`src/rtl/i2c_target_pkg.sv`:
```
// ============================================================
// i2c_target_pkg : shared state encoding and register indices
// Rev 1.0
// ============================================================
`default_nettype none

package i2c_target_pkg;

  typedef enum logic [3:0] {
    ST_IDLE     = 4'd0,
    ST_ADDR     = 4'd1,
    ST_ADDR_ACK = 4'd2,
    ST_PTR      = 4'd3,
    ST_PTR_ACK  = 4'd4,
    ST_WR_DATA  = 4'd5,
    ST_WR_ACK   = 4'd6,
    ST_RD_DATA  = 4'd7,
    ST_RD_ACK   = 4'd8,
    ST_IGNORE   = 4'd9
  } state_e;

  localparam logic [2:0] REG_SETTINGS0 = 3'd0;
  localparam logic [2:0] REG_SETTINGS1 = 3'd1;
  localparam logic [2:0] REG_SETTINGS2 = 3'd2;
  localparam logic [2:0] REG_SETTINGS3 = 3'd3;
  localparam logic [2:0] REG_STATUS_LO = 3'd4;
  localparam logic [2:0] REG_STATUS_HI = 3'd5;
  localparam logic [2:0] REG_VERSION   = 3'd6;
  localparam logic [2:0] REG_SCRATCH   = 3'd7;

  function automatic logic reg_writable(input logic [2:0] idx);
    return (idx <= REG_SETTINGS3) || (idx == REG_SCRATCH);
  endfunction

endpackage

`default_nettype wire

```
`src/rtl/i2c_line_filter.sv`:
```
// ============================================================
// i2c_line_filter : 2-FF synchronizer, glitch filter, edge pulses
// Rev 1.0
// ============================================================
`default_nettype none

module i2c_line_filter #(
  parameter int FILTER_CYCLES = 3
) (
  input  logic clk,
  input  logic rst_n,
  input  logic line_in,
  output logic level,
  output logic rise,
  output logic fall
);

  localparam int CW = $clog2(FILTER_CYCLES + 1);

  logic [1:0]    sync_q, sync_d;
  logic [CW-1:0] cnt_q, cnt_d;
  logic          level_q, level_d;
  logic          rise_q, rise_d;
  logic          fall_q, fall_d;

  always_comb begin
    sync_d  = {sync_q[0], line_in};
    level_d = level_q;
    rise_d  = 1'b0;
    fall_d  = 1'b0;
    cnt_d   = '0;
    // Level only follows after FILTER_CYCLES consecutive differing samples.
    if (sync_q[1] != level_q) begin
      if (cnt_q == CW'(FILTER_CYCLES - 1)) begin
        level_d = sync_q[1];
        rise_d  = sync_q[1];
        fall_d  = ~sync_q[1];
      end else begin
        cnt_d = cnt_q + 1'b1;
      end
    end
  end

  always_ff @(posedge clk or negedge rst_n) begin
    if (!rst_n) begin
      sync_q  <= 2'b11;
      cnt_q   <= '0;
      level_q <= 1'b1;
      rise_q  <= 1'b0;
      fall_q  <= 1'b0;
    end else begin
      sync_q  <= sync_d;
      cnt_q   <= cnt_d;
      level_q <= level_d;
      rise_q  <= rise_d;
      fall_q  <= fall_d;
    end
  end

  assign level = level_q;
  assign rise  = rise_q;
  assign fall  = fall_q;

endmodule

`default_nettype wire

```
`src/rtl/i2c_target_regs.sv`:
```
// ============================================================
// i2c_target_regs : I2C target exposing an 8-byte register file
// Rev 1.0
// ============================================================
`default_nettype none

module i2c_target_regs
  import i2c_target_pkg::*;
#(
  parameter logic [6:0]  I2C_ADDR      = 7'h42,
  parameter int          FILTER_CYCLES = 3,
  parameter logic [31:0] SETTINGS_RST  = 32'h0000_0000,
  parameter logic [7:0]  VERSION       = 8'h01
) (
  input  logic        clk,
  input  logic        rst_n,
  input  logic        scl_in,
  input  logic        sda_in,
  output logic        sda_oe,
  output logic [31:0] settings,
  input  logic [15:0] status_in,
  output logic        wr_strobe,
  output logic [2:0]  wr_index
);

  logic scl_lvl, scl_rise, scl_fall;
  logic sda_lvl, sda_rise, sda_fall;

  i2c_line_filter #(.FILTER_CYCLES(FILTER_CYCLES)) u_scl_filter (
    .clk(clk), .rst_n(rst_n), .line_in(scl_in),
    .level(scl_lvl), .rise(scl_rise), .fall(scl_fall)
  );

  i2c_line_filter #(.FILTER_CYCLES(FILTER_CYCLES)) u_sda_filter (
    .clk(clk), .rst_n(rst_n), .line_in(sda_in),
    .level(sda_lvl), .rise(sda_rise), .fall(sda_fall)
  );

  state_e      state_q, state_d;
  logic [2:0]  bit_cnt_q, bit_cnt_d;
  logic [7:0]  shift_q, shift_d;
  logic        ack_phase_q, ack_phase_d;
  logic        rw_q, rw_d;
  logic [2:0]  ptr_q, ptr_d;
  logic [31:0] settings_q, settings_d;
  logic [7:0]  scratch_q, scratch_d;
  logic        sda_oe_q, sda_oe_d;
  logic        wr_strobe_q, wr_strobe_d;
  logic [2:0]  wr_index_q, wr_index_d;

  logic       bus_start, bus_stop;
  logic [7:0] shift_in;
  logic [7:0] rd_byte;

  assign bus_start = sda_fall & scl_lvl;
  assign bus_stop  = sda_rise & scl_lvl;
  assign shift_in  = {shift_q[6:0], sda_lvl};

  always_comb begin
    case (ptr_q)
      REG_SETTINGS0: rd_byte = settings_q[7:0];
      REG_SETTINGS1: rd_byte = settings_q[15:8];
      REG_SETTINGS2: rd_byte = settings_q[23:16];
      REG_SETTINGS3: rd_byte = settings_q[31:24];
      REG_STATUS_LO: rd_byte = status_in[7:0];
      REG_STATUS_HI: rd_byte = status_in[15:8];
      REG_VERSION:   rd_byte = VERSION;
      default:       rd_byte = scratch_q;
    endcase
  end

  always_comb begin
    state_d     = state_q;
    bit_cnt_d   = bit_cnt_q;
    shift_d     = shift_q;
    ack_phase_d = ack_phase_q;
    rw_d        = rw_q;
    ptr_d       = ptr_q;
    settings_d  = settings_q;
    scratch_d   = scratch_q;
    sda_oe_d    = sda_oe_q;
    wr_strobe_d = 1'b0;
    wr_index_d  = wr_index_q;

    if (bus_start) begin
      state_d     = ST_ADDR;
      bit_cnt_d   = 3'd0;
      ack_phase_d = 1'b0;
      sda_oe_d    = 1'b0;
    end else if (bus_stop) begin
      state_d     = ST_IDLE;
      ack_phase_d = 1'b0;
      sda_oe_d    = 1'b0;
    end else begin
      case (state_q)
        ST_ADDR: if (scl_rise) begin
          shift_d   = shift_in;
          bit_cnt_d = bit_cnt_q + 3'd1;
          if (bit_cnt_q == 3'd7) begin
            rw_d    = sda_lvl;
            state_d = (shift_in[7:1] == I2C_ADDR) ? ST_ADDR_ACK : ST_IGNORE;
          end
        end
        ST_ADDR_ACK, ST_PTR_ACK, ST_WR_ACK: if (scl_fall) begin
          // First fall pulls SDA for the ACK slot, second fall ends it.
          if (!ack_phase_q) begin
            sda_oe_d    = 1'b1;
            ack_phase_d = 1'b1;
          end else begin
            sda_oe_d    = 1'b0;
            ack_phase_d = 1'b0;
            bit_cnt_d   = 3'd0;
            if (state_q == ST_ADDR_ACK && rw_q) begin
              shift_d  = {rd_byte[6:0], 1'b0};
              sda_oe_d = ~rd_byte[7];
              ptr_d    = ptr_q + 3'd1;
              state_d  = ST_RD_DATA;
            end else if (state_q == ST_ADDR_ACK) begin
              state_d = ST_PTR;
            end else begin
              state_d = ST_WR_DATA;
            end
          end
        end
        ST_PTR: if (scl_rise) begin
          shift_d   = shift_in;
          bit_cnt_d = bit_cnt_q + 3'd1;
          if (bit_cnt_q == 3'd7) begin
            ptr_d   = shift_in[2:0];
            state_d = ST_PTR_ACK;
          end
        end
        ST_WR_DATA: if (scl_rise) begin
          shift_d   = shift_in;
          bit_cnt_d = bit_cnt_q + 3'd1;
          if (bit_cnt_q == 3'd7) begin
            if (reg_writable(ptr_q)) begin
              if (ptr_q == REG_SCRATCH) scratch_d = shift_in;
              else settings_d[{ptr_q[1:0], 3'b000} +: 8] = shift_in;
              wr_strobe_d = 1'b1;
              wr_index_d  = ptr_q;
            end
            ptr_d   = ptr_q + 3'd1;
            state_d = ST_WR_ACK;
          end
        end
        ST_RD_DATA: begin
          if (scl_fall) begin
            sda_oe_d = ~shift_q[7];
            shift_d  = {shift_q[6:0], 1'b0};
          end else if (scl_rise) begin
            bit_cnt_d = bit_cnt_q + 3'd1;
            if (bit_cnt_q == 3'd7) state_d = ST_RD_ACK;
          end
        end
        ST_RD_ACK: begin
          // ack_phase_q marks an initiator ACK; the next fall loads the next byte.
          if (scl_fall) begin
            if (ack_phase_q) begin
              ack_phase_d = 1'b0;
              bit_cnt_d   = 3'd0;
              shift_d     = {rd_byte[6:0], 1'b0};
              sda_oe_d    = ~rd_byte[7];
              ptr_d       = ptr_q + 3'd1;
              state_d     = ST_RD_DATA;
            end else begin
              sda_oe_d = 1'b0;
            end
          end else if (scl_rise) begin
            if (sda_lvl) state_d = ST_IGNORE;
            else         ack_phase_d = 1'b1;
          end
        end
        ST_IDLE, ST_IGNORE: sda_oe_d = 1'b0;
        default: begin
          state_d  = ST_IDLE;
          sda_oe_d = 1'b0;
        end
      endcase
    end
  end

  always_ff @(posedge clk or negedge rst_n) begin
    if (!rst_n) begin
      state_q     <= ST_IDLE;
      bit_cnt_q   <= 3'd0;
      shift_q     <= 8'h00;
      ack_phase_q <= 1'b0;
      rw_q        <= 1'b0;
      ptr_q       <= 3'd0;
      settings_q  <= SETTINGS_RST;
      scratch_q   <= 8'h00;
      sda_oe_q    <= 1'b0;
      wr_strobe_q <= 1'b0;
      wr_index_q  <= 3'd0;
    end else begin
      state_q     <= state_d;
      bit_cnt_q   <= bit_cnt_d;
      shift_q     <= shift_d;
      ack_phase_q <= ack_phase_d;
      rw_q        <= rw_d;
      ptr_q       <= ptr_d;
      settings_q  <= settings_d;
      scratch_q   <= scratch_d;
      sda_oe_q    <= sda_oe_d;
      wr_strobe_q <= wr_strobe_d;
      wr_index_q  <= wr_index_d;
    end
  end

  assign sda_oe    = sda_oe_q;
  assign settings  = settings_q;
  assign wr_strobe = wr_strobe_q;
  assign wr_index  = wr_index_q;

endmodule

`default_nettype wire

```
`config.mk`:
```
export PLATFORM = sky130hd
export DESIGN_NAME = i2c_target_regs
export DESIGN_NICKNAME = d
export VERILOG_FILES = /design/src/rtl/i2c_target_pkg.sv /design/src/rtl/i2c_line_filter.sv /design/src/rtl/i2c_target_regs.sv
export SDC_FILE = /design/constraint.sdc
export NUM_CORES = 1
export LEC_CHECK = 0
export ABC_CLOCK_PERIOD_IN_PS = 3900
export BUFFER_PORTS_ARGS = -buffer_cell sky130_fd_sc_hd__buf_2
export CAP_MARGIN = 10
export CORE_MARGIN = 2
export CORE_UTILIZATION = 45
export DETAILED_ROUTE_END_ITERATION = 10
export GPL_TIMING_DRIVEN = 0
export PLACE_DENSITY_LB_ADDON = 0.2
export SYNTH_ARGS = -nofsm -noshare
export SYNTH_HDL_FRONTEND = slang
export SYNTH_SLANG_ARGS = --single-unit
```
`constraint.sdc`:
```
create_clock -name clk -period 3.9 [get_ports clk]
set_input_delay 0.78 -clock clk [delete_from_list [all_inputs] [get_ports clk]]
set_output_delay 0.78 -clock clk [all_outputs]
set_load 0.03 [all_outputs]
```
==> impl_metrics.json <==
{
  "status": "complete, no violations",
  "drc": 0,
  "hp-class": "primary input to asynchronous set/reset pin",
  "ys.flop_type": "dfrtp_1",
  "worstSkewPairLatency_ns": 0.35,
  "path_max_fanout": 10,
  "via_count": 3651,
  "grt_util_met3_pct": 4.34,
  "worst_pin_slew_ns": 1.15,
  "rsz0062_at_grt": "false",
  "holdWs_ns": 0.336,
  "maxCapViolCount": 0,
  "syn2layout_area_growth_pct": 15.2,
  "fillCellCount": 869,
  "netlist_instances": 448,
  "syn_avg_cell_area_sq_um": 9.76,
  "seq_area_sq_mm": 0.00198,
  "post_cts_buffers": 0,
  "critPathCapture": "settings[27]",
  "setup.worst_path.start": "ptr_q[2]",
  "port_buffers": 56,
  "grt_max_degree": 55,
  "root_buffer": "clkbuf_8",
  "synth-edff-count": 0,
  "grt_pass1_wl_um": 18900,
  "fin_ws_ns": 0.396,
  "multiInputGateArea_sq_mm": 0.00208,
  "core-area_sq_mm": 0.00933,
  "grt.met1_usage_pct": 34.8,
  "ant_nets": 0,
  "critPathLaunchType": "register",
  "maxSlewHeadroom_pct": 23.0,
  "antenna_found_initial": 0,
  "max_freq_mhz": 285,
  "syn_nets": 476,
  "drtIter0Drc": 241,
  "leakage_nw": 2.23,
  "crit_required_ns": 4.13,
  "power_mw": 1.66,
  "drive_above_1_share_pct": 23.1,
  "arrival_ns": 3.73,
  "antenna_cells": 0,
  "dieArea_sq_mm": 0.0105,
  "r2r_end": "settings[27]",
  "netlist_area_sq_mm": 0.00437,
  "track_usage_pct": 23.8,
  "ios": 57,
  "fin_nets": 544,
  "finClkSkew_ns": 0.00696,
  "start_util_pct": 46.9,
  "cts_tree": "done",
  "ir_worst_vdd_mv": 0.268,
  "dp_slack_ns": 0.296,
  "ys_ff_latch": 79,
  "cp-end-kind": "register",
  "post-route-period-util_pct": 89.8,
  "drtPass1Iterations": 5,
  "hold_violations": 0,
  "ys_types": 61,
  "ys_async_sr_fraction_pct": 100,
  "ys_seq_area_share_pct": 45.4,
  "gr-max-usage-layer": "met2",
  "met2_usage_pct": 36.4,
  "rr_startpoint": "ptr_q[2]",
  "drt_wl_total_um": 11700,
  "vias_per_cell": 5.63,
  "p_per_area_mw_per_mm2": 329,
  "yosysWarnings": 0,
  "die_h_um": 103,
  "gp_congestion": 0.908,
  "setup_viol": 0,
  "path_class": "register to register",
  "rows": 35,
  "grt_pass1_vias": 3556,
  "post-dp-hpwl_um": 8360,
  "gr-total-overflow": 0,
  "cts_hold_buffers": 0,
  "r2r_setup_slack_ns": 0.40,
  "h-tree-depth": 3,
  "drv_slew": 0,
  "die_w_um": 103,
  "period_needed_ns": 3.50,
  "clkSinkCount": 79,
  "cts_buffers": 9,
  "clk_pin_slew_ns": 0.08,
  "wl_per_cell_um": 18.0,
  "reg2reg_depth": 11,
  "clockBufferDepth": 2
}
-- layout make-up --
class                           instances  share of cell area [%]
Sequential cell                        79                    39.4
Multi-Input combinational cell        293                    41.2
Clock inverter                          4                   0.944
Timing Repair Buffer                   57                    6.16
Clock buffer                           11                    2.61
Tap cell                              129                    3.20
Inverter                               42                    3.13
Buffer                                 34                    3.33
-- power by group --
part | internal (mW) | total [mW] | switching [mW]
combinational | 0.0609 | 0.182 | 0.121
clock | 0.291 | 0.599 | 0.307
sequential | 0.860 | 0.879 | 0.0190
-- critical path, stage by stage (launching register included) --
cell and delay [ns]:
dfrtp_1 0.35, clkbuf_1 0.35, buf_2 0.33, buf_1 0.40, inv_1 0.14, ha_1 0.24, clkbuf_1 0.33, o311ai_1 0.52
buf_2 0.31, nor3b_2 0.07, buf_4 0.20, mux2i_1 0.14
-- layout by cell type (no fill, tap or decap), types with 3 or more instances in the layout --
cell type / Yosys / layout
mux2_1: 3 / 3
nor3b_1: 3 / 3
or3_1: 3 / 3
dfstp_2: 6 / 6
a21oi_1: 11 / 11
clkbuf_8: 0 / 9
nor3b_2: 3 / 3
a211oi_1: 10 / 10
nor2_1: 12 / 12
buf_2: 8 / 63
o21ai_0: 27 / 27
nor2b_1: 3 / 3
nand2_1: 61 / 61
inv_1: 42 / 42
o22ai_1: 5 / 5
mux2_2: 19 / 19
clkbuf_1: 17 / 19
mux2i_1: 39 / 39
nand2b_1: 5 / 5
nand3_1: 12 / 12
a222oi_1: 3 / 3
dfrtp_1: 73 / 73
buf_4: 6 / 7
a221oi_1: 3 / 3
ha_1: 8 / 8
a32oi_1: 4 / 4
a22oi_1: 8 / 8
a31oi_1: 4 / 4
nor3_1: 6 / 6
-- routing by layer --
metal / part of all wire [%] / up-vias / routed length (um)
li1: - / 1707 / -
met5: 0 / - / 0
met1: 46 / 1815 / 5400
met4: 1.5 / 0 / 173
met3: 6.0 / 14 / 700
met2: 46 / 115 / 5420
-- registers in the layout, indices dropped and copies added (netlist names), 2 cells and up --
| register | count |
|---|---|
| u_sda_filter.cnt_q | 2 |
| u_sda_filter.sync_q | 2 |
| wr_index | 3 |
| bit_cnt_q | 3 |
| scratch_q | 8 |
| settings | 32 |
| u_scl_filter.cnt_q | 2 |
| state_q | 4 |
| u_scl_filter.sync_q | 2 |
| shift_q | 8 |
| ptr_q | 3 |
-- cells by family after synthesis --
family          share of synthesized area [%]
fa+ha+maj                                2.29
mux                                      14.6
simple gates                             13.6
flops                                    45.4
compound gates                           16.3
xor+xnor                                0.401
buf+inv                                  7.44
-- repair_timing --
item | in CTS | in global routing
setup endpoints to repair | 0 | 1
gates resized for setup | 0 | 1
hold endpoints to repair | 0 | 0
-- synthesized netlist by cell type (all sizes together) (2+ instances only) --
| cell | n | area (sq um) |
|---|---|---|
| a2111oi | 2 | 17.5 |
| a211o | 2 | 17.5 |
| a211oi | 10 | 75.1 |
| a21boi | 2 | 15.0 |
| a21o | 2 | 15.0 |
| a21oi | 12 | 71.3 |
| a221oi | 5 | 56.3 |
| a222oi | 3 | 30.0 |
| a22oi | 8 | 60.1 |
| a31oi | 5 | 46.3 |
| a32oi | 4 | 35.0 |
| and2 | 2 | 12.5 |
| buf | 17 | 104 |
| clkbuf | 17 | 63.8 |
| dfrtp | 73 | 1830 |
| dfstp | 6 | 158 |
| ha | 8 | 100 |
| inv | 42 | 158 |
| mux2 | 22 | 248 |
| mux2i | 39 | 390 |
| nand2 | 61 | 229 |
| nand2b | 5 | 31.3 |
| nand3 | 12 | 60.1 |
| nand3b | 2 | 15.0 |
| nand4 | 2 | 12.5 |
| nor2 | 12 | 45.0 |
| nor2b | 3 | 18.8 |
| nor3 | 6 | 30.0 |
| nor3b | 6 | 60.1 |
| o211ai | 2 | 15.0 |
| o21ai | 29 | 149 |
| o21bai | 2 | 15.0 |
| o22ai | 5 | 31.3 |
| o311ai | 2 | 17.5 |
| or3 | 3 | 18.8 |
-- worst min path at each step --
stage,from,slack (ns),endpoint,cells after the start
floorplan,u_scl_filter.sync_q[0],0.35,u_scl_filter.sync_q[1],0
global placement,u_sda_filter.sync_q[0],0.35,u_sda_filter.sync_q[1],0
detailed placement,u_sda_filter.sync_q[0],0.35,u_sda_filter.sync_q[1],0
CTS,rst_n,0.34,u_scl_filter.cnt_q[1],1
global route,rst_n,0.35,u_scl_filter.cnt_q[1],1
finish,rst_n,0.34,u_scl_filter.cnt_q[1],1
-- per-stage QoR --
stage / setup TNS [ns] / cells / util [%] / area [sq um]
2_1_floorplan: 0 / 448 / - / 4370
3_3_place_gp: -0.269 / 633 / 51.6 / 4810
3_5_place_dp: 0 / 634 / 52.0 / 4850
4_1_cts: 0 / 649 / 53.9 / 5030
5_1_grt: 0 / 649 / 54.0 / 5040
6_report: 0 / 649 / 54.0 / 5040
Note: power is estimated with default switching activity, not from simulation.
